[src/rtl/pri_encoder_seq.sv]
// Sequential priority encoder: captures requests into a pending register and
// hands them out one index at a time, fixed priority or round-robin.
module pri_encoder_seq #(
  parameter int N  = 8,
  parameter int W  = 3,
  parameter int RR = 0
) (
  input  logic         clk,
  input  logic         rst,
  input  logic [N-1:0] d,
  input  logic         load,
  input  logic         ready,
  output logic [W-1:0] y,
  output logic         valid,
  output logic [N-1:0] pend,
  output logic         done
);

  generate
    if ((W != $clog2(N)) || (N < 2) || (N > 64)) begin : g_param_err
      $error("pri_encoder_seq: N must be 2..64 and W must equal $clog2(N)");
    end
  endgenerate

  logic [N-1:0] p_q, p_d;
  logic [W-1:0] ptr_q, ptr_d;
  logic         done_q, done_d;
  logic [W-1:0] base_s, y_s;
  logic [N-1:0] sel_oh_s;
  logic         valid_s, accept_s;
  int           idx_s;

  // Search downward from the start index with wrap; the last hit in loop order is the first in search order.
  always_comb begin
    base_s = (RR != 0) ? ptr_q : W'(N - 1);
    y_s    = '0;
    idx_s  = 0;
    for (int k = N - 1; k >= 0; k--) begin
      idx_s = int'(base_s) - k;
      if (idx_s < 0) begin
        idx_s = idx_s + N;
      end else begin
        idx_s = idx_s;
      end
      if (p_q[W'(idx_s)]) begin
        y_s = W'(idx_s);
      end else begin
        y_s = y_s;
      end
    end
  end

  // Next-state: clear the accepted bit, then OR in the load so a reload of that bit wins.
  always_comb begin
    valid_s  = |p_q;
    accept_s = valid_s & ready;
    sel_oh_s = {{(N-1){1'b0}}, 1'b1} << y_s;
    p_d      = (accept_s ? (p_q & ~sel_oh_s) : p_q) | (load ? d : {N{1'b0}});
    done_d   = accept_s & (p_d == {N{1'b0}});
    if ((RR != 0) && accept_s) begin
      ptr_d = (y_s == '0) ? W'(N - 1) : (y_s - W'(1));
    end else begin
      ptr_d = ptr_q;
    end
  end

  // State registers.
  always_ff @(posedge clk or posedge rst) begin
    if (rst) begin
      p_q    <= '0;
      ptr_q  <= W'(N - 1);
      done_q <= 1'b0;
    end else begin
      p_q    <= p_d;
      ptr_q  <= ptr_d;
      done_q <= done_d;
    end
  end

  assign y     = y_s;
  assign valid = valid_s;
  assign pend  = p_q;
  assign done  = done_q;

endmodule

[config.mk]
export PLATFORM = sky130hd
export DESIGN_NAME = pri_encoder_seq
export DESIGN_NICKNAME = d
export VERILOG_FILES = /design/src/rtl/pri_encoder_seq.sv
export SDC_FILE = /design/constraint.sdc
export NUM_CORES = 1
export LEC_CHECK = 0
export BUFFER_PORTS_ARGS = -buffer_cell sky130_fd_sc_hd__buf_2
export CORE_AREA = 2 2 39 41
export DETAILED_ROUTE_END_ITERATION = 16
export DIE_AREA = 0 0 41 43
export GPL_ROUTABILITY_DRIVEN = 1
export PLACE_DENSITY = 0.67
export SETUP_SLACK_MARGIN = 0.5
export SLEW_MARGIN = 5
export SYNTH_ARGS = -nofsm -noshare
export SYNTH_HDL_FRONTEND = slang
export SYNTH_SLANG_ARGS = --single-unit
[constraint.sdc]
create_clock -name clk -period 1.1 [get_ports clk]
set_input_delay 0.165 -clock clk [delete_from_list [all_inputs] [get_ports clk]]
set_output_delay 0.165 -clock clk [all_outputs]
set_load 0.1 [all_outputs]
======== Yosys cells after proc, flatten, opt, wreduce, memory -nomap -nowiden ========
Cells that the tools add are included.
storage, ports and cells
  register bits ........................... 9
  latch bits .............................. 0
  memory bits (writable) .................. 0
  bits in read-only memories .............. 0
  input port bits ......................... 12
  output and inout port bits .............. 13
  word-level logic and storage cells ...... 15
  memories kept ........................... 0
operators by class
  $add $sub $neg .......................... 0
  multipliers ............................. 0
  div/mod/pow operators ................... 0
  order comparisons ....................... 0
  equality and inequality tests ........... 0
  shift operators ......................... 1
  multiplexer cells ....................... 5
  bitwise gates (word level) .............. 5
  reductions and logical operators ........ 2
operators with widths
  cell                                              count
  2-to-1 mux 8 bit                                  2
  AND 8 bit                                         1
  logical NOT 8 bit                                 1
  NOT 8 bit                                         1
  bitwise OR 8 bit                                  1
  OR reduction 8 bit                                1
  left shift 1 x 2 -> 8 bit (first input constant)  1
  2-to-1 mux 2 bit                                  2
  AND 1 bit                                         2
  2-to-1 mux 1 bit                                  1

======== Depth between registers and ports, before layout ========
Gate-level depths: netlist of run 1.
  depth in word-level cells ............... 10
  mapped depth ............................ 5
  mapped depth without buffers ............ 5

======== Worst setup path before layout of run 1 ========
No wires, ideal clock.
  path kind ............................... register to output
  start point ............................. reg p_q[1], in the netlist pend[1]
  end point ............................... out y[0]
  data arrival time ....................... 3.201 ns
  data required time ...................... 0.935 ns
  slack ................................... -2.266 ns
  stages on the path, launching flop included .. 3
  path buffers ............................ 0
  cells stage by stage .................... dfrtp_1 -> inv_1 -> o21ai_0
on the way
  longest elaborated chain between the ends .. 3
ends and longest elaborated chain
  item                           line  RTL
  start: declaration             25    logic [N-1:0] p_q, p_d;
  start signal: assignment       74    p_q <= p_d;
  2-to-1 mux 1 bit               45    if (p_q[W'(idx_s)]) begin
  2-to-1 mux 2 bit (2 in a row)  45
  end: declaration               13    output logic [W-1:0] y,
Every way passes these cells.

======== Final worst setup path of run 1 ========
  start point ............................. reg p_q[2], in the netlist pend[2]
  end point ............................... out valid
on the way
  longest elaborated chain between the ends .. 1
ends and longest elaborated chain
  item                line  RTL
  OR reduction 8 bit  55    valid_s = |p_q;
  end: declaration    14    output logic valid,
Every way passes these cells.

==> metrics, run 1 <==
status=finished with violations; violated checks=negative hold slack, negative setup slack; share of the synthesized area in the top cell type=0.5732; most frequent cell after synthesis=dfrtp_1; DIE HEIGHT=43 um; core area=between 1000 and 1500 um^2; total CTS buffers=3; vias per cell=4.644; htree depth=1; WP data arrival=1.50 ns; Starting Density=0.2839; Site Rows=14; port bufs=23; initial antenna violation count=0; Syn Area/Cell=roughly 10 um^2; Fin Clk Skew=0.004897 ns; Area after DPL=869.6 um^2; TritonRoute pass-1 iters=4; Die ar.=approximately 1800 um^2; largest cells by area after synthesis=dfrtp_1 (57%), a22o_1 (6.7%), a21o_1 (5.7%); area grow syn2layout=165.3%; Synth top cells by count=dfrtp_1 (9), inv_1 (5), nand2_1 (4); TritonCTS clock tree=yes; Slew Limit Fails=0; Fill cells=94; Static Leak=0.4746 nW; crit path launch=pend[2]; grt ovf=0; final setup violation count=15; ys flop type=dfrtp_1; largest net degree at the start of global routing=10; post-route cell area=about 1000 um^2; power density over cell area=approximately 1200 nW/um^2; sequential share of the synthesized area=0.5732; Final nets=98; ys async rst share=1.000; fin util=0.7532; R2R Path End=done; YS warnings=0; required time of the critical path=between 0.9 and 1 ns; Synth area leader=dfrtp_1; Final period util=1.518; clock slew at reported path FFs=about 0.06 ns; post-route ant nets=0; WS Path Type=reg -> out; DP HPWL=a little over 900 um; # DRC=0; Die X=41 um; r2r worst-path depth=7; peak supply drop=between 0.6 and 0.7 mV; vias in the first global route=about 500; Root Buffer=clkbuf_4; RSZ-0062 raised after global routing=true; worst min path class=in -> async; routability cong.=approximately 0.78; FMAX=between 500 and 600 MHz; I/O pin count=25; WL/cell=14.21 um; gr usage total=0.1988; layout cells sized above 1=0.8118; placed cells=about 90; final hold violation count=9; Ant. Diodes=0; distinct cell type count after synthesis=17; Yosys reg bits=9; setup ws final=-0.5694 ns; final cell count without fillers=101; number of flops mapped to enable cells by yosys=0; r2r startpoint=pend[2]; Worst-Skew Late Latency=0.27 ns; setup slack, reg-to-reg=-0.43 ns; Max FO, Critical Path=2; CP endpoint kind=output pin; Startpoint Class=register; initial drt markers=1; post-synthesis net count=50; CTS Sinks=9; Netlist Area Pre-Place=slightly below 400 um^2; max-cap viol count=0; WHS=-0.1493 ns; cells after synthesis=38; Vias=around 470; maximum clock insertion buffer count=2; fin crit period=1.669 ns; first-pass GRT wire length=between 2000 and 2500 um; Routed WL=around 1400 um
==> sequential cells by signal, summed over array words and instances (netlist names) <==
signal	flops
done	1
pend	8
==> cells by family (layout without fill, tap and decap cells) <==
kind of cell	Yosys count	count (layout)	synth area share
buffers and inverters	7	54	0.07644
other	1	1	0.009545
and+or+nand+nor	11	11	0.1592
AOI/OAI and AO/OA	10	10	0.1815
DFF	9	9	0.5733
==> worst max-delay path by stage <==
stage	end	slack [ns]	cells after the start
finish	valid	-0.57	5
global route	valid	-0.66	5
CTS	valid	-0.57	5
detailed placement	valid	-0.45	5
global placement	valid	-0.42	5
floorplan	valid	-0.99	4
==> critical path, stage by stage, from the launching register on <==
cell and delay (ns):
dfrtp_4 0.49, nor2_4 0.15, clkinvlp_4 0.12, nor4_4 0.22, nand2_4 0.08, buf_12 0.17
==> where the power goes <==
group	switching, mW	internal [mW]
Combinational	0.371	0.274
Clock	0.122	0.140
Sequential	0.0230	0.362
==> per-stage QoR <==
stage / total power, mW / worst slack (ns) / setup TNS, ns
3_5_place_dp: 0.9226 / -0.4489 / -1.130
2_1_floorplan: 0.7042 / -0.9928 / -2.838
6_report: 1.292 / -0.5694 / -3.932
3_3_place_gp: 0.9177 / -0.4216 / -1.012
4_1_cts: 1.265 / -0.5653 / -3.348
5_1_grt: 1.342 / -0.6552 / -4.509
==> metal layers <==
layer	global-route usage	share of wire	up-vias
met3	0.04188	0.068	2
met2	0.3188	0.56	21
met1	0.2466	0.36	224
met4	0.08000	0.0056	0
li1	-	-	222
met5	0	0	-
==> final cells by class <==
cell class | count | area [um^2] | share of cell area
multi-input combinational | 22 | 209.0 | 0.2005
clock buffer | 4 | 26.28 | 0.02521
inverter | 5 | 22.52 | 0.02161
tap | 16 | 20.02 | 0.01921
timing repair buffer | 45 | 505.5 | 0.4850
sequential | 9 | 259.0 | 0.2485
==> layout by cell type, fill, tap and decap left out, types with 2 or more instances in the layout <==
master | netlist | layout
clkbuf_4 | 0 | 3
inv_2 | 0 | 2
a21o_1 | 3 | 3
dfrtp_4 | 0 | 9
buf_4 | 1 | 10
buf_12 | 0 | 12
a22o_1 | 3 | 2
buf_2 | 0 | 11
buf_6 | 0 | 12
inv_1 | 5 | 2
nand2_1 | 4 | 3
==> repair_timing <==
item / in CTS / in global routing
buffers inserted: 4 / 2
endpoints found under the hold margin: 9 / 9
setup endpoints to repair: 21 / 21
gates resized for setup: 22 / 5
pin swaps: 5 / 1
No activity file was read; power rests on OpenSTA's default activity.
==> inputs of run 2 (changes only) <==
- PLACE_DENSITY: 0.67 -> 0.65
- clock period: 1.1 -> 1.8 ns (I/O delays scaled with it)
==> run 2 against run 1 <==
The flow now finishes without violations. Non-clock buffer count shrank 17. Worst hold slack gained 0.37 ns. Die area is the same. Clock-buffer cell count is the same. Clock power shrank 38%. Total power shrank 47%. Via count shrank 16%. Register-to-register slack gained 0.73 ns. Utilization shrank 22 points. Critical path depth is the same. Cell area shrank 30%. Largest power group unchanged.
==> metrics, run 2 (synthesis results as in run 1) <==
status=complete, no violations; largest net degree at the start of global routing=10 (unchanged); worst path buffer plus inverter count=2 (unchanged); TritonRoute pass-1 iters=4 (unchanged); maximum clock insertion buffer count=2 (unchanged); Die X=41 um (unchanged); Final nets=81 (-17%); WS Path Type=reg -> out; Gate power share=0.419 (-0.080); RSZ-0062 raised after global routing=true; FMAX=between 500 and 600 MHz; final hold violation count=0 (-9); vias in the first global route=417 (-19%); Starting Density=0.2839 (unchanged); required time of the critical path=1.53 ns (+0.59 ns); worst min path class=in -> reg; core area=1384 um^2 (unchanged); Setup TNS=0 ns (+3.932 ns); I/O pin count=25 (unchanged); Max FO, Critical Path=2 (unchanged); power density over cell area=929.0 nW/um^2 (-25%); Cell Chain, Critical Path=nor2_4 -> clkinvlp_4 -> nor4_4 -> nand2_4 -> buf_12; WP data arrival=1.52 ns (+0.02 ns); Vias=395 (-16%); Routed WL=1172 um (-18%); first-pass GRT wire length=1800 um (-23%); Max stage delay on crit path=0.49 ns (about the same); Startpoint Class=register; Final period util=0.9945; # DRC=0 (unchanged); Net Sw Power=290.8 uW (-44%); clock power share=0.238 (+0.035); Reg power frac=0.343 (+0.045); max-cap viol count=0 (unchanged); final setup violation count=0 (-15); CP endpoint kind=output pin; TritonCTS clock tree=yes; area grow syn2layout=86.94%; post-route ant nets=0 (unchanged); vias per cell=4.702 (+1.3%); DP HPWL=799.3 um (-14%); most frequent cells in the layout=buf_2 (13), dfrtp_1 (6), buf_4 (6); DIE HEIGHT=43 um (unchanged); Slowest-stage cell, CP=dfrtp_4; clock slew at reported path FFs=0.06 ns (about the same); CTS Sinks=9 (unchanged); commonest non-fill, non-tap cell in the layout=buf_2; Root Buffer=clkbuf_4; peak supply drop=0.3966 mV (-43%); WL/cell=13.95 um (-1.8%); sw frac=0.4262 (+0.02672); Site Rows=14 (unchanged); total CTS buffers=3 (unchanged); port bufs=23 (unchanged); max reg flops=8 (unchanged); cell internal pwr=391.5 uW (-50%); Slew Limit Fails=0 (unchanged); initial antenna violation count=0 (unchanged); Die ar.=1763 um^2 (unchanged); crit-path leading delay family=flip-flops; gr usage total=0.1596 (-0.03922); initial drt markers=3 (+2); Ant. Diodes=0 (unchanged); layout cells sized above 1=0.5882 (-0.2235); Fin Clk Skew=0.001181 ns (-0.003716 ns); routability cong.=0.6697 (-14%); Worst-Skew Late Latency=0.27 ns (about the same); grt ovf=0 (unchanged); Static Leak=0.3525 nW (-26%); htree depth=1 (unchanged); WHS=0.2189 ns (+0.3682 ns); fin crit period=~1.8 ns
## run 2: cell type report
cell class | instances | area, um^2
fillers | 144 | 649.4
clock buffers | 4 | 26.28
repair buffers | 28 | 241.5
flip-flops and latches | 9 | 234.0
well taps | 16 | 20.02
multi-input cells | 22 | 190.2
inverters | 5 | 22.52
## run 2: metal layers
layer  routed length [um]  vias up  global-route usage
met5                    0        -                   0
li1                     -      189                   -
met1                  419      180              0.1773
met2                  613       24              0.2344
met3                  122        2             0.08901
met4                   17        0             0.08000
## run 2: repair_timing
| action | in CTS | in global routing |
|---|---|---|
| setup endpoints to repair | 12 | 11 |
| pin swaps | 4 | 1 |
| setup buffers | 2 | 2 |
| gates resized for setup | 19 | 9 |
| endpoints found under the hold margin | 9 | 0 |
| hold buffers | 1 | 0 |
## run 2: worst paths after layout
| kind | from | to | slack (ns) | depth (start not counted) |
|---|---|---|---|---|
| max reg2reg | pend[2] | done | 0.30 | 6 |
| min in group asynchronous | rst | pend[5] | 0.50 | 3 |
| max in group asynchronous | rst | pend[2] | 1.01 | 3 |
| max | pend[2] | valid | 0.01 | 5 |
| min reg2reg | pend[5] | pend[5] | 0.56 | 1 |
| min | d[7] | pend[7] | 0.22 | 2 |
## run 2: metrics by stage
step                      cells  total power, mW  area, um^2  worst slack (ns)  utilization
after global placement       75           0.4624       570.5            0.1449       0.4123
after detailed placement     75           0.4642       570.5            0.1216       0.4123
after floorplan              38           0.4253       446.7           -0.3992            -
after global routing         84           0.7084       734.5          -0.07142       0.5307
final                        84           0.6823       734.5          0.009828       0.5307
after CTS                    82           0.6695       690.7           0.03004       0.4991
## run 2: power by group through the flow
stage               sequential [mW]  clock [mW]  combinational, mW
floorplan                     0.325           0             0.0998
global placement              0.240           0              0.223
detailed placement            0.241           0              0.223
CTS                           0.234       0.170              0.266
global route                  0.236       0.175              0.297
finish                        0.234       0.162              0.286
==> inputs of run 3 (changes only) <==
- BUFFER_PORTS_ARGS: -buffer_cell sky130_fd_sc_hd__buf_2 -> -buffer_cell sky130_fd_sc_hd__buf_4
==> run 3 against run 2 <==
First-iteration DRC count unchanged. Die area unchanged. Sequential cell count unchanged. Largest power group unchanged. Setup slack gained 0.049 ns. Largest cell class unchanged.
==> metrics, run 3 (synthesis results as in run 1) <==
fin util=0.5570 (+0.02622); max-cap viol count=0 (unchanged); vias in the first global route=408 (-2.2%); Root Buffer=clkbuf_4; clock slew at reported path FFs=0.06 ns (about the same); Endpoint, Worst Hold=pend[3]; Die ar.=1763 um^2 (unchanged); Die X=41 um (unchanged); vias per cell=4.702 (unchanged); area grow syn2layout=96.18%; layout cells sized above 1=0.6029 (+0.01471); peak supply drop=0.4424 mV (+12%); WHS=0.2241 ns (+0.005238 ns); htree depth=1 (unchanged); initial antenna violation count=0 (unchanged); Max FO, Critical Path=2 (unchanged); gr usage total=0.1589 (-0.0006460); initial drt markers=3 (unchanged); r2r worst-path depth=6 (unchanged); routability cong.=0.6824 (+1.9%); post-route ant nets=0 (unchanged); Vias=395 (unchanged); FMAX=574.3 MHz (+2.8%); Routed WL=1031 um (-12%); I/O pin count=25 (unchanged); Final period util=0.9673 (-0.02724); Fill cells=137 (-4.9%); RSZ-0062 raised after global routing=true; R2R Path End=done; first-pass GRT wire length=1773 um (-1.5%); commonest non-fill, non-tap cell in the layout=buf_4; Final nets=81 (unchanged); final setup violation count=0 (unchanged); CTS Sinks=9 (unchanged); final hold violation count=0 (unchanged); Startpoint Class=register; Worst Hold Path Cells=3 (+1); grt ovf=0 (unchanged); total CTS buffers=3 (unchanged); status=complete, no violations; TritonRoute pass-1 iters=4 (unchanged); max reg flops=8 (unchanged); Min-Delay Startpoint=d[3]; worst min path class=in -> reg; DP HPWL=814.9 um (+2.0%); power density over cell area=884.8 nW/um^2 (-4.8%); Fin Clk Skew=0.003960 ns (+0.002779 ns); most frequent cells in the layout=buf_4 (21), dfrtp_1 (6), inv_1 (4), buf_12 (4); Slew Limit Fails=0 (unchanged); port bufs=23 (unchanged); WS Path Type=reg -> out; setup slack, reg-to-reg=0.40 ns (+0.10 ns); DIE HEIGHT=43 um (unchanged); TritonCTS clock tree=yes; largest net degree at the start of global routing=10 (unchanged); Worst-Skew Late Latency=0.26 ns (about the same); WL/cell=12.27 um (-12%); WP data arrival=1.47 ns (-0.05 ns); core area=1384 um^2 (unchanged); Ant. Diodes=0 (unchanged); maximum clock insertion buffer count=2 (unchanged); CP endpoint kind=output pin; Static Leak=0.3540 nW (+0.43%); # DRC=0 (unchanged); r2r startpoint=pend[2]; required time of the critical path=1.53 ns (about the same); Site Rows=14 (unchanged); Starting Density=0.2839 (unchanged); fin crit period=1.741 ns (-0.04904 ns)
==> run 3: changes by cell type in the layout (fill, tap and decap cells not counted), sizes merged <==
cell and change:
clkbuf -1, buf +1
==> run 3: worst max path at each step <==
stage	end	cells past startpoint	from	slack, ns
3_3_place_gp	valid	5	pend[3]	0.20
5_1_grt	valid	5	pend[2]	-0.04
4_1_cts	valid	5	pend[2]	0.04
3_5_place_dp	valid	5	pend[2]	0.18
6_report	valid	5	pend[2]	0.06
2_1_floorplan	valid	4	pend[3]	-0.40
==> run 3: layout make-up <==
type / count / area [um^2] / area share
timing repair buffer: 28 / 270.3 / 0.3506
multi-input combinational: 22 / 197.7 / 0.2565
inverter: 5 / 22.52 / 0.02922
tap: 16 / 20.02 / 0.02597
clock buffer: 4 / 26.28 / 0.03409
sequential: 9 / 234.0 / 0.3036
==> run 3: through the flow <==
step | total power [mW] | area (um^2) | worst slack, ns | std cells | setup TNS, ns
6_report | 0.6820 | 770.7 | 0.05886 | 84 | 0
5_1_grt | 0.7247 | 770.7 | -0.03787 | 84 | -0.03787
3_3_place_gp | 0.4808 | 628.1 | 0.1963 | 75 | 0
4_1_cts | 0.6754 | 743.2 | 0.04134 | 83 | 0
3_5_place_dp | 0.4828 | 628.1 | 0.1769 | 75 | 0
2_1_floorplan | 0.4253 | 446.7 | -0.3992 | 38 | -0.6209
==> run 3: routing by layer <==
layer,vias to the layer above,GRT usage,part of all wire
met5,-,0,0
met4,0,0.08000,0
met3,0,0.08377,0.076
met2,21,0.2375,0.50
met1,185,0.1749,0.42
li1,189,-,-
==> run 3: where the power goes <==
part           leakage (nW)  switching, mW  internal [mW]
Clock                0.0150         0.0675         0.0852
Combinational         0.249          0.198         0.0958
Sequential           0.0902         0.0173          0.218
Total                 0.354          0.283          0.399
==> run 3: worst max-delay path, stage by stage (launching register included) <==
cell and delay (ns):
dfrtp_4 0.49, nor2_4 0.14, clkinvlp_4 0.12, nor4_4 0.21, nand2_4 0.08, buf_12 0.17
==> run 3: what timing repair did <==
item                                   CTS  global route
resized for setup                       12             5
hold buffers                             1             0
setup endpoints to repair                5             8
endpoints found under the hold margin    9             0
pin swaps                                4             0
setup buffers                            3             1
